==> src/rtl/seg_scan_display_ctrl.sv <==
// Multiplexed 7-segment controller: sequential BCD conversion, scan, button debounce.
// Define SEG_LZB_EN to blank leading zero digits.
module seg_scan_display_ctrl #(
  parameter int N_DIGITS        = 4,
  parameter int DATA_W          = 14,
  parameter int REFRESH_CYCLES  = 500000,
  parameter int DEBOUNCE_CYCLES = 650000
) (
  input  logic                clk,
  input  logic                rst,
  input  logic                btn_raw,
  output logic                btn_pulse,
  input  logic                load_valid,
  output logic                load_ready,
  input  logic [DATA_W-1:0]   load_value,
  output logic [6:0]          seg_n,
  output logic [N_DIGITS-1:0] an_n
);
  localparam int BCD_W = 4 * N_DIGITS;
  localparam int IDX_W = $clog2(N_DIGITS);
  localparam int CNT_W = $clog2(DATA_W + 1);
  localparam int REF_W = (REFRESH_CYCLES > 1) ? $clog2(REFRESH_CYCLES) : 1;
  localparam int DEB_W = (DEBOUNCE_CYCLES > 1) ? $clog2(DEBOUNCE_CYCLES) : 1;

  function automatic logic [63:0] pow10(input int n);
    logic [63:0] r;
    r = 64'd1;
    for (int k = 0; k < n; k++) r = r * 64'd10;
    return r;
  endfunction

  localparam logic [63:0] MAX_VAL = pow10(N_DIGITS) - 64'd1;

  function automatic logic [6:0] enc(input logic [3:0] d);
    case (d)
      4'd0:    enc = 7'b1000000;
      4'd1:    enc = 7'b1111001;
      4'd2:    enc = 7'b0100100;
      4'd3:    enc = 7'b0110000;
      4'd4:    enc = 7'b0011001;
      4'd5:    enc = 7'b0010010;
      4'd6:    enc = 7'b0000010;
      4'd7:    enc = 7'b1111000;
      4'd8:    enc = 7'b0000000;
      4'd9:    enc = 7'b0010000;
      default: enc = 7'b1111111;
    endcase
  endfunction

  typedef enum logic [1:0] {IDLE, SHIFT, COMMIT} state_t;

  state_t              state_q, state_d;
  logic [DATA_W-1:0]   bin_q;
  logic [BCD_W-1:0]    bcd_q, bcd_adj;
  logic [CNT_W-1:0]    cnt_q;
  logic                ovf_cap_q, ovf_q;
  logic [BCD_W-1:0]    disp_q;
  logic                ready_q;

  logic [REF_W-1:0]    ref_q;
  logic [IDX_W-1:0]    idx_q;
  logic [6:0]          seg_q, seg_d;
  logic [N_DIGITS-1:0] an_q, an_d;

  logic [1:0]          sync_q;
  logic                db_q, pulse_q;
  logic [DEB_W-1:0]    deb_cnt_q;

  always_comb begin
    state_d = state_q;
    unique case (state_q)
      IDLE:    if (load_valid && ready_q) state_d = SHIFT;
      SHIFT:   if (cnt_q == CNT_W'(DATA_W - 1)) state_d = COMMIT;
      COMMIT:  state_d = IDLE;
      default: state_d = IDLE;
    endcase
  end

  // Double-dabble correction: add 3 to every BCD digit >= 5 before the shift.
  always_comb begin
    bcd_adj = bcd_q;
    for (int k = 0; k < N_DIGITS; k++)
      if (bcd_q[4*k +: 4] >= 4'd5) bcd_adj[4*k +: 4] = bcd_q[4*k +: 4] + 4'd3;
  end

  always_ff @(posedge clk) begin
    if (rst) begin
      state_q   <= IDLE;
      bin_q     <= '0;
      bcd_q     <= '0;
      cnt_q     <= '0;
      ovf_cap_q <= 1'b0;
      ovf_q     <= 1'b0;
      disp_q    <= '0;
      ready_q   <= 1'b1;
    end else begin
      state_q <= state_d;
      unique case (state_q)
        IDLE: if (load_valid && ready_q) begin
          bin_q     <= load_value;
          bcd_q     <= '0;
          cnt_q     <= '0;
          ovf_cap_q <= 64'(load_value) > MAX_VAL;
          ready_q   <= 1'b0;
        end
        SHIFT: begin
          bcd_q <= {bcd_adj[BCD_W-2:0], bin_q[DATA_W-1]};
          bin_q <= bin_q << 1;
          cnt_q <= cnt_q + CNT_W'(1);
        end
        COMMIT: begin
          disp_q  <= bcd_q;
          ovf_q   <= ovf_cap_q;
          ready_q <= 1'b1;
        end
        default: ;
      endcase
    end
  end

`ifdef SEG_LZB_EN
  logic lead_zero;
  always_comb begin
    lead_zero = (idx_q != '0);
    for (int k = 1; k < N_DIGITS; k++)
      if (k >= int'(idx_q) && disp_q[4*k +: 4] != 4'd0) lead_zero = 1'b0;
  end
`endif

  always_comb begin
    seg_d = enc(disp_q[4*idx_q +: 4]);
`ifdef SEG_LZB_EN
    if (lead_zero) seg_d = 7'b1111111;
`endif
    if (ovf_q) seg_d = 7'b0111111;
  end

  assign an_d = ~(N_DIGITS'(1) << idx_q);

  // seg and anode registered together so they switch on the same edge.
  always_ff @(posedge clk) begin
    if (rst) begin
      ref_q <= '0;
      idx_q <= '0;
      seg_q <= '1;
      an_q  <= '1;
    end else begin
      seg_q <= seg_d;
      an_q  <= an_d;
      if (ref_q == REF_W'(REFRESH_CYCLES - 1)) begin
        ref_q <= '0;
        idx_q <= (idx_q == '0) ? IDX_W'(N_DIGITS - 1) : idx_q - IDX_W'(1);
      end else begin
        ref_q <= ref_q + REF_W'(1);
      end
    end
  end

  always_ff @(posedge clk) begin
    if (rst) begin
      sync_q    <= '0;
      db_q      <= 1'b0;
      deb_cnt_q <= '0;
      pulse_q   <= 1'b0;
    end else begin
      sync_q  <= {sync_q[0], btn_raw};
      pulse_q <= 1'b0;
      if (sync_q[1] == db_q) begin
        deb_cnt_q <= '0;
      end else if (deb_cnt_q == DEB_W'(DEBOUNCE_CYCLES - 1)) begin
        db_q      <= sync_q[1];
        deb_cnt_q <= '0;
        pulse_q   <= sync_q[1];
      end else begin
        deb_cnt_q <= deb_cnt_q + DEB_W'(1);
      end
    end
  end

  assign btn_pulse  = pulse_q;
  assign load_ready = ready_q;
  assign seg_n      = seg_q;
  assign an_n       = an_q;
endmodule
==> config.mk <==
export PLATFORM = sky130hd
export DESIGN_NAME = seg_scan_display_ctrl
export DESIGN_NICKNAME = d
export VERILOG_FILES = /design/src/rtl/seg_scan_display_ctrl.sv
export SDC_FILE = /design/constraint.sdc
export NUM_CORES = 1
export LEC_CHECK = 0
export CAP_MARGIN = 20
export CORE_MARGIN = 8
export CORE_UTILIZATION = 53
export DETAILED_ROUTE_END_ITERATION = 16
export GPL_TIMING_DRIVEN = 0
export PLACE_DENSITY = 0.75
export SETUP_SLACK_MARGIN = 0.4
export SLEW_MARGIN = 20
export SYNTH_ARGS = -nofsm -noshare
export SYNTH_HDL_FRONTEND = slang
export SYNTH_SLANG_ARGS = --single-unit
==> constraint.sdc <==
create_clock -name clk -period 1.9 [get_ports clk]
set_clock_uncertainty 0.05 [all_clocks]
set_input_delay 0.38 -clock clk [delete_from_list [all_inputs] [get_ports clk]]
set_output_delay 0.38 -clock clk [all_outputs]
set_load 0.05 [all_outputs]
==> results of run 1 <==
## worst max-delay path: stages, from the launching register on
cell and delay [ns]:
sky130_fd_sc_hd__dfxtp_2 0.33, sky130_fd_sc_hd__or4b_1 0.50, sky130_fd_sc_hd__or4_4 0.45, sky130_fd_sc_hd__nor3_4 0.15, sky130_fd_sc_hd__or3_4 0.18, sky130_fd_sc_hd__buf_4 0.14
sky130_fd_sc_hd__nor2_1 0.05
## routing by layer
layer | global-route usage (%) | vias to the layer above | share of wire (%)
li1 | - | 2073 | -
met1 | 20.9 | 2000 | 44
met2 | 30.5 | 86 | 51
met3 | 4.13 | 13 | 4.1
met4 | 3.24 | 0 | 0.80
met5 | 0 | - | 0
## cell families (layout without fill, tap and decap cells)
group	count (synthesis)	in the layout	synth area share (%)
adder cells (fa/ha/maj)	22	22	5.60
XOR/XNOR	44	44	7.84
buffers and inverters	48	119	3.99
flip-flops	111	111	45.2
AO/OA/AOI/OAI	69	69	7.91
AND/OR/NAND/NOR	276	276	26.4
multiplexers	10	10	3.05
## layout by cell type (no fill, tap or decap), drive strengths merged, types with 3 or more instances in the layout
master | synthesis | layout
a21oi | 39 | 39
a22oi | 3 | 3
a31oi | 4 | 4
a32oi | 3 | 3
and2 | 6 | 6
and3 | 5 | 5
and4 | 6 | 6
buf | 5 | 44
clkbuf | 25 | 30
clkdlybuf4s50 | 0 | 15
clkinv | 0 | 4
dfxtp | 111 | 111
ha | 22 | 22
inv | 18 | 21
mux2i | 6 | 6
mux4 | 4 | 4
nand2 | 63 | 63
nand2b | 11 | 11
nand3 | 29 | 29
nand4 | 6 | 6
nor2 | 106 | 106
nor2b | 6 | 6
nor3 | 12 | 12
nor4 | 14 | 14
o21ai | 13 | 13
o31ai | 3 | 3
xnor2 | 27 | 27
xor2 | 17 | 17
## worst min-delay path by stage
stage                   start        end  slack [ns]  depth (start not counted)
floorplan           sync_q[0]  sync_q[1]        0.36                          1
global placement    sync_q[0]  sync_q[1]        0.38                          1
detailed placement  disp_q[4]  disp_q[4]        0.40                          2
CTS                 disp_q[4]  disp_q[4]        0.41                          2
global route        sync_q[0]  sync_q[1]        0.43                          1
finish              sync_q[0]  sync_q[1]        0.41                          1
## timing repair
action / 4_1_cts / 5_1_grt
cloned: 2 / 2
endpoints found under the setup margin: 109 / 105
gates resized for setup: 101 / 97
setup buffers: 12 / 10
pin swaps: 9 / 24
hold buffers: 0 / 0
## registers in the layout, summed over array words and instances, names as in the netlist
name and count:
ovf_cap_q 1, load_ready 1, bin_q 14, btn_pulse 1
seg_n 7, state_q 2, disp_q 16, bcd_q 16
an_n 4, cnt_q 4, ref_q 19, db_q 1
sync_q 2, ovf_q 1, deb_cnt_q 20, idx_q 2
## power by group
part           switching, mW  leakage (nW)  internal, mW
logic                  0.261          1.28         0.205
registers             0.0411         0.914          2.38
clock network          0.815        0.0944         0.492
## cell type report
type | count | area [um^2]
sequential | 111 | 2270
timing repair buffer | 55 | 478
clock buffer | 9 | 124
multi-input combinational | 421 | 2820
buffer | 30 | 231
tap | 111 | 139
clock inverter | 7 | 53.8
fill | 708 | 2920
inverter | 18 | 72.6
==> results.txt, run 1 <==
----------------------------------------------------
[Outcome]
  Status ... finished with violations
  Violations in the final reports ... setup timing

[Die]
  Full die area ... 0.0126 mm^2
  Starting density of the core ... between 50 and 60%
  Horizontal die dimension ... about 110 um
  Io pins ... 31
  Number of placement rows ... 35
  Core ar. ... ~0.009 mm^2
  Height of the die ... 112 um

[Timing]
  Top achievable clock speed ... around 510 MHz
  Setup repair after global routing missed its margin ... yes
  Fin Hold WS ... 0.408 ns
  Transition time of the tightest slew-check pin ... approximately 0.66 ns
  Count of pins over their slew limit ... 0
  Final period util ... 103%
  Relative max-transition margin ... between 50% and 60%
  Final number of setup-violating endpoints ... 20
  Final hold viol count ... 0
  Smallest setup slack after layout ... -0.0532 ns
  Min Tclk post-route ... just under 2 ns
  Setup Total Neg Slack ... -0.686 ns

[Worst setup path]
  Type of origin of the critical path ... flip-flop
  Endpoint class of the critical path ... flip-flop
  Max Fanout on Critical Path ... 5
  FF-to-FF Start ... deb_cnt_q[7]
  Data arrival time at the worst-slack endpoint ... 2.17 ns
  FF-to-FF End ... deb_cnt_q[2]
  Cell depth of the worst flop-to-flop path ... 6
  Crit. Startpoint ... deb_cnt_q[7]
  Kind of critical path ... reg2reg
  Endpoint required time on the critical path ... between 2 and 2.5 ns
  End point of the critical path ... deb_cnt_q[2]
  Minimum setup slack among reg-to-reg paths ... -0.05 ns

[Final layout]
  Fraction of final layout cells sized beyond drive strength 1 ... 25.3%
  Total non-filler cell area in the finished layout ... ~0.0062 mm^2
  Post-layout util ... about 68%
  Count of placed standard cells in the final layout, fillers left out ... roughly 760
  Antenna diode instance count ... 0
  Area growth syn-to-layout ... 25.9%
  Total Nets Final ... 686

[Pwr]
  Worst vdd ir ... between 0.4 and 0.5 mV
  Power density normalized to cell area ... roughly 680 mW/mm^2
  Leakage power total ... 2.29 nW
  Overall Power ... 4.20 mW

[Yosys]
  Area share of the leading cell type in the synthesized netlist ... 45.2%
  Count of flip-flops with a built-in enable after synthesis ... 0
  FFs w/ async S/R, synth ... 0%
  Count of state elements after synthesis ... 111
  Cells after Synth ... 580
  Nets in the synthesized netlist ... a little over 600
  Share of the yosys chip area belonging to registers ... 45.2%
  Post-synthesis cell type count ... 43
  Synth top area cells ... sky130_fd_sc_hd__dfxtp_1, sky130_fd_sc_hd__nor2_1, sky130_fd_sc_hd__ha_1
  Dominant synthesized flop cell ... sky130_fd_sc_hd__dfxtp_1
  Cell accounting for the most synthesized area ... sky130_fd_sc_hd__dfxtp_1
  Post-synthesis average cell area ... around 8.5 um^2
  Cell with the most instances after synthesis ... sky130_fd_sc_hd__dfxtp_1
  Yosys warns ... 0
  Post-synthesis instance area ... around 0.0049 mm^2
  Most numerous cell types in the synthesized netlist ... sky130_fd_sc_hd__dfxtp_1, sky130_fd_sc_hd__nor2_1, sky130_fd_sc_hd__nand2_1, sky130_fd_sc_hd__a21oi_1, sky130_fd_sc_hd__nand3_1

[GRT]
  Number of antenna violations at the first check in global routing ... 0
  Global Route Usage Sum ... 17.2%
  Maximum number of pins on one net before global-route repair ... 20
  Global-route congestion overflow total ... 0
  Global-route wire length before repair ... approximately 18000 um
  Number of global-route vias before repair ... between 3000 and 4000

[CTS]
  Buffer cell driving the clock tree root ... sky130_fd_sc_hd__clkbuf_8
  TritonCTS clock tree ... yes
  Number of H-tree levels ... 3
  Clock Path Buffers ... 2
  Worst-skew pair later-pin latency ... 0.37 ns
  TritonCTS Buffers ... 9
  Clock transition at path regs ... about 0.11 ns
  Clk sink count ... about 110

[Route]
  Vias per cell ... 5.48
  Routed WL per cell ... between 10 and 15 um
  Detailed-route via count ... around 4200
  WL final ... 11200 um
  Detailed-route DRC error count ... 0
  Number of detailed-route iterations in the first pass ... 5
  Drt first-iter violations ... a little under 400
  Residual antenna-violating net count after detailed routing ... 0

[Place]
  Count of port buffers added during placement ... 29
  Last weighted congestion value of the routability-driven placer ... between 0.8 and 0.9
  Post-Place Cell Area ... approximately 0.0055 mm^2
  Placed insts ... between 700 and 800
  Estimated wirelength of the detail-placed design ... slightly above 7000 um
  Worst setup slack before clock tree synthesis ... -0.295 ns

[Hold path]
  Hold crit path type ... reg2reg

[Flow run]
  Total of max-cap violations ... 0

----------------------------------------------------
No activity file was read; power rests on OpenSTA's default activity.
==> inputs of run 2 (changes only) <==
--- a/config.mk
+++ b/config.mk
@@ -5,6 +5,7 @@
 export SDC_FILE = /design/constraint.sdc
 export NUM_CORES = 1
 export LEC_CHECK = 0
+export ABC_CLOCK_PERIOD_IN_PS = 1900
 export CAP_MARGIN = 20
 export CORE_MARGIN = 8
 export CORE_UTILIZATION = 53
==> results of run 2 <==
No change in the layout: final DEF, timing and power equal those of run 1.
==> inputs of run 3 (changes only) <==
--- a/config.mk
+++ b/config.mk
@@ -5,13 +5,14 @@
 export SDC_FILE = /design/constraint.sdc
 export NUM_CORES = 1
 export LEC_CHECK = 0
-export ABC_CLOCK_PERIOD_IN_PS = 1900
+export ABC_CLOCK_PERIOD_IN_PS = 2280
 export CAP_MARGIN = 20
 export CORE_MARGIN = 8
-export CORE_UTILIZATION = 53
+export CORE_UTILIZATION = 63
 export DETAILED_ROUTE_END_ITERATION = 16
+export GPL_ROUTABILITY_DRIVEN = 0
 export GPL_TIMING_DRIVEN = 0
-export PLACE_DENSITY = 0.75
+export PLACE_DENSITY = 0.84
 export SETUP_SLACK_MARGIN = 0.4
 export SLEW_MARGIN = 20
 export SYNTH_ARGS = -nofsm -noshare
==> constraint.sdc (replaced) <==
create_clock -name clk -period 2.28 [get_ports clk]
set_clock_uncertainty 0.05 [all_clocks]
set_input_delay 0.456 -clock clk [delete_from_list [all_inputs] [get_ports clk]]
set_output_delay 0.456 -clock clk [all_outputs]
set_load 0.05 [all_outputs]
==> results.txt, run 3 (synthesis results as in run 1) <==
----------------------------------------------------
[Worst setup path]
  Slowest cell on the critical path ... sky130_fd_sc_hd__or4b_1
  End point of the critical path ... deb_cnt_q[6]
  Total stage count of the critical path ... 6
  Cells along the critical path ... or4b_1 > or4_4 > nor3_4 > or3_4 > buf_6 > nor2_2
  Crit. Startpoint ... deb_cnt_q[5]
  Max stage delay on crit path ... ~0.5 ns
  FF-to-FF Start ... deb_cnt_q[5]
  Kind of critical path ... reg2reg
  Type of origin of the critical path ... flip-flop
  Buffer and inverter count on the worst path ... 1
  Max Fanout on Critical Path ... 5
  FF-to-FF End ... deb_cnt_q[6]
  Data arrival time at the worst-slack endpoint ... ~2.3 ns
  Endpoint class of the critical path ... flip-flop
  Minimum setup slack among reg-to-reg paths ... around 0.25 ns
  Endpoint required time on the critical path ... between 2 and 3 ns
  Largest delay share family, worst path ... simple AND/OR/NAND/NOR gates
  Cell depth of the worst flop-to-flop path ... 6

[Route]
  Detailed-route DRC error count ... 0
  Routed WL per cell ... roughly 15 um
  Vias per cell ... around 5.6
  Detailed-route via count ... between 4000 and 5000
  WL final ... 10900 um
  Drt first-iter violations ... roughly 220
  Residual antenna-violating net count after detailed routing ... 0
  Number of detailed-route iterations in the first pass ... 5

[Hold path]
  Hold crit path type ... reg2reg

[CTS]
  Worst-skew pair later-pin latency ... about 0.38 ns
  Buffer cell driving the clock tree root ... sky130_fd_sc_hd__clkbuf_8
  Clock transition at path regs ... approximately 0.090 ns
  # hold bufs at CTS ... 0
  Clock Path Buffers ... 2
  Number of H-tree levels ... 3
  Clk sink count ... about 110
  TritonCTS Buffers ... 9
  TritonCTS clock tree ... yes

[Final layout]
  Count of placed standard cells in the final layout, fillers left out ... 735
  Register with the highest flop count ... deb_cnt_q
  Number of flip-flops in the largest register ... 20
  Antenna diode instance count ... 0
  Total Nets Final ... roughly 670
  Top library cells by usage in the layout, fill and taps aside ... sky130_fd_sc_hd__dfxtp_1, sky130_fd_sc_hd__nor2_1, sky130_fd_sc_hd__nand2_1
  Area growth syn-to-layout ... 16.7%
  Largest registers ... deb_cnt_q: 20 flops, ref_q: 19 flops
  Fraction of final layout cells sized beyond drive strength 1 ... 10.7%
  Leading cell type in the layout, fill and taps excluded ... sky130_fd_sc_hd__dfxtp_1
  Post-layout util ... about three quarters
  Total non-filler cell area in the finished layout ... between 0.005 and 0.006 mm^2

[Place]
  Worst setup slack before clock tree synthesis ... -0.191 ns
  Placed insts ... ~710
  Post-Place Cell Area ... between 0.005 and 0.006 mm^2
  Estimated wirelength of the detail-placed design ... between 7000 and 8000 um
  Count of port buffers added during placement ... 29

[Die]
  Height of the die ... 104 um
  Horizontal die dimension ... between 100 and 150 um
  Starting density of the core ... 64.3%
  Full die area ... around 0.011 mm^2
  Number of placement rows ... 32
  Io pins ... 31
  Core ar. ... 0.00765 mm^2

[Timing]
  Count of pins over their slew limit ... 0
  Final number of setup-violating endpoints ... 0
  Top achievable clock speed ... 492 MHz
  Setup repair after global routing missed its margin ... yes
  Final hold viol count ... 0
  Setup Total Neg Slack ... 0 ns
  Transition time of the tightest slew-check pin ... roughly 0.54 ns
  Smallest setup slack after layout ... roughly 0.25 ns
  Min Tclk post-route ... approximately 2 ns
  Relative max-transition margin ... between 60% and 70%
  Final period util ... between 80% and 90%
  Fin Hold WS ... about 0.4 ns

[GRT]
  Global Route Usage Sum ... approximately a fifth
  Number of antenna violations at the first check in global routing ... 0
  Maximum number of pins on one net before global-route repair ... 17
  Number of global-route vias before repair ... 4024
  Global-route wire length before repair ... 18100 um
  Global-route congestion overflow total ... 0

[Pwr]
  Power density normalized to cell area ... about 630 mW/mm^2
  Overall Power ... between 3 and 4 mW
  Leakage power total ... 2.07 nW
  Worst vdd ir ... approximately 0.49 mV

[Flow run]
  Total of max-cap violations ... 0

[Outcome]
  Status ... finished clean

----------------------------------------------------
[run 3: layer usage]
| metal | wire length (um) | global-route usage, % | vias up |
|---|---|---|---|
| met3 | 518 | 4.46 | 22 |
| met5 | 0 | 0 | - |
| li1 | - | - | 2036 |
| met1 | 4600 | 22.8 | 1956 |
| met4 | 241 | 8.48 | 0 |
| met2 | 5520 | 34.0 | 104 |
[run 3: layout make-up]
cell class | count | area [um^2]
tap | 102 | 128
buffer | 30 | 165
clock inverter | 3 | 65.1
multi-input combinational | 421 | 2590
timing repair buffer | 37 | 334
clock buffer | 13 | 159
fill | 555 | 1910
inverter | 18 | 67.6
sequential | 111 | 2230
[run 3: how the worst min path moves through the flow]
stage	startpoint	endpoint	slack, ns	cells after the start
final	ref_q[0]	ref_q[0]	0.40	1
after global routing	ref_q[0]	ref_q[0]	0.41	1
after CTS	disp_q[8]	disp_q[8]	0.41	2
after detailed placement	disp_q[6]	disp_q[6]	0.40	2
after global placement	sync_q[0]	sync_q[1]	0.37	1
after floorplan	sync_q[0]	sync_q[1]	0.36	1
[run 3: power breakdown]
| group | internal, mW | total (mW) | switching, mW |
|---|---|---|---|
| Clock | 0.679 | 1.31 | 0.636 |
| Sequential | 1.99 | 2.02 | 0.0331 |
| Combinational | 0.110 | 0.303 | 0.193 |
[run 3: what timing repair did]
action	in CTS	in global routing
pin swaps	7	4
endpoints found under the setup margin	80	63
resized for setup	32	33
cloned	2	0
buffers inserted	4	2
[run 3: worst register-to-register path, delay by kind of cell (launching register included)]
kind | cells | cell delay [ns]
buffers and inverters | 1 | 0.15
DFF | 1 | 0.33
and+or+nand+nor | 5 | 1.40
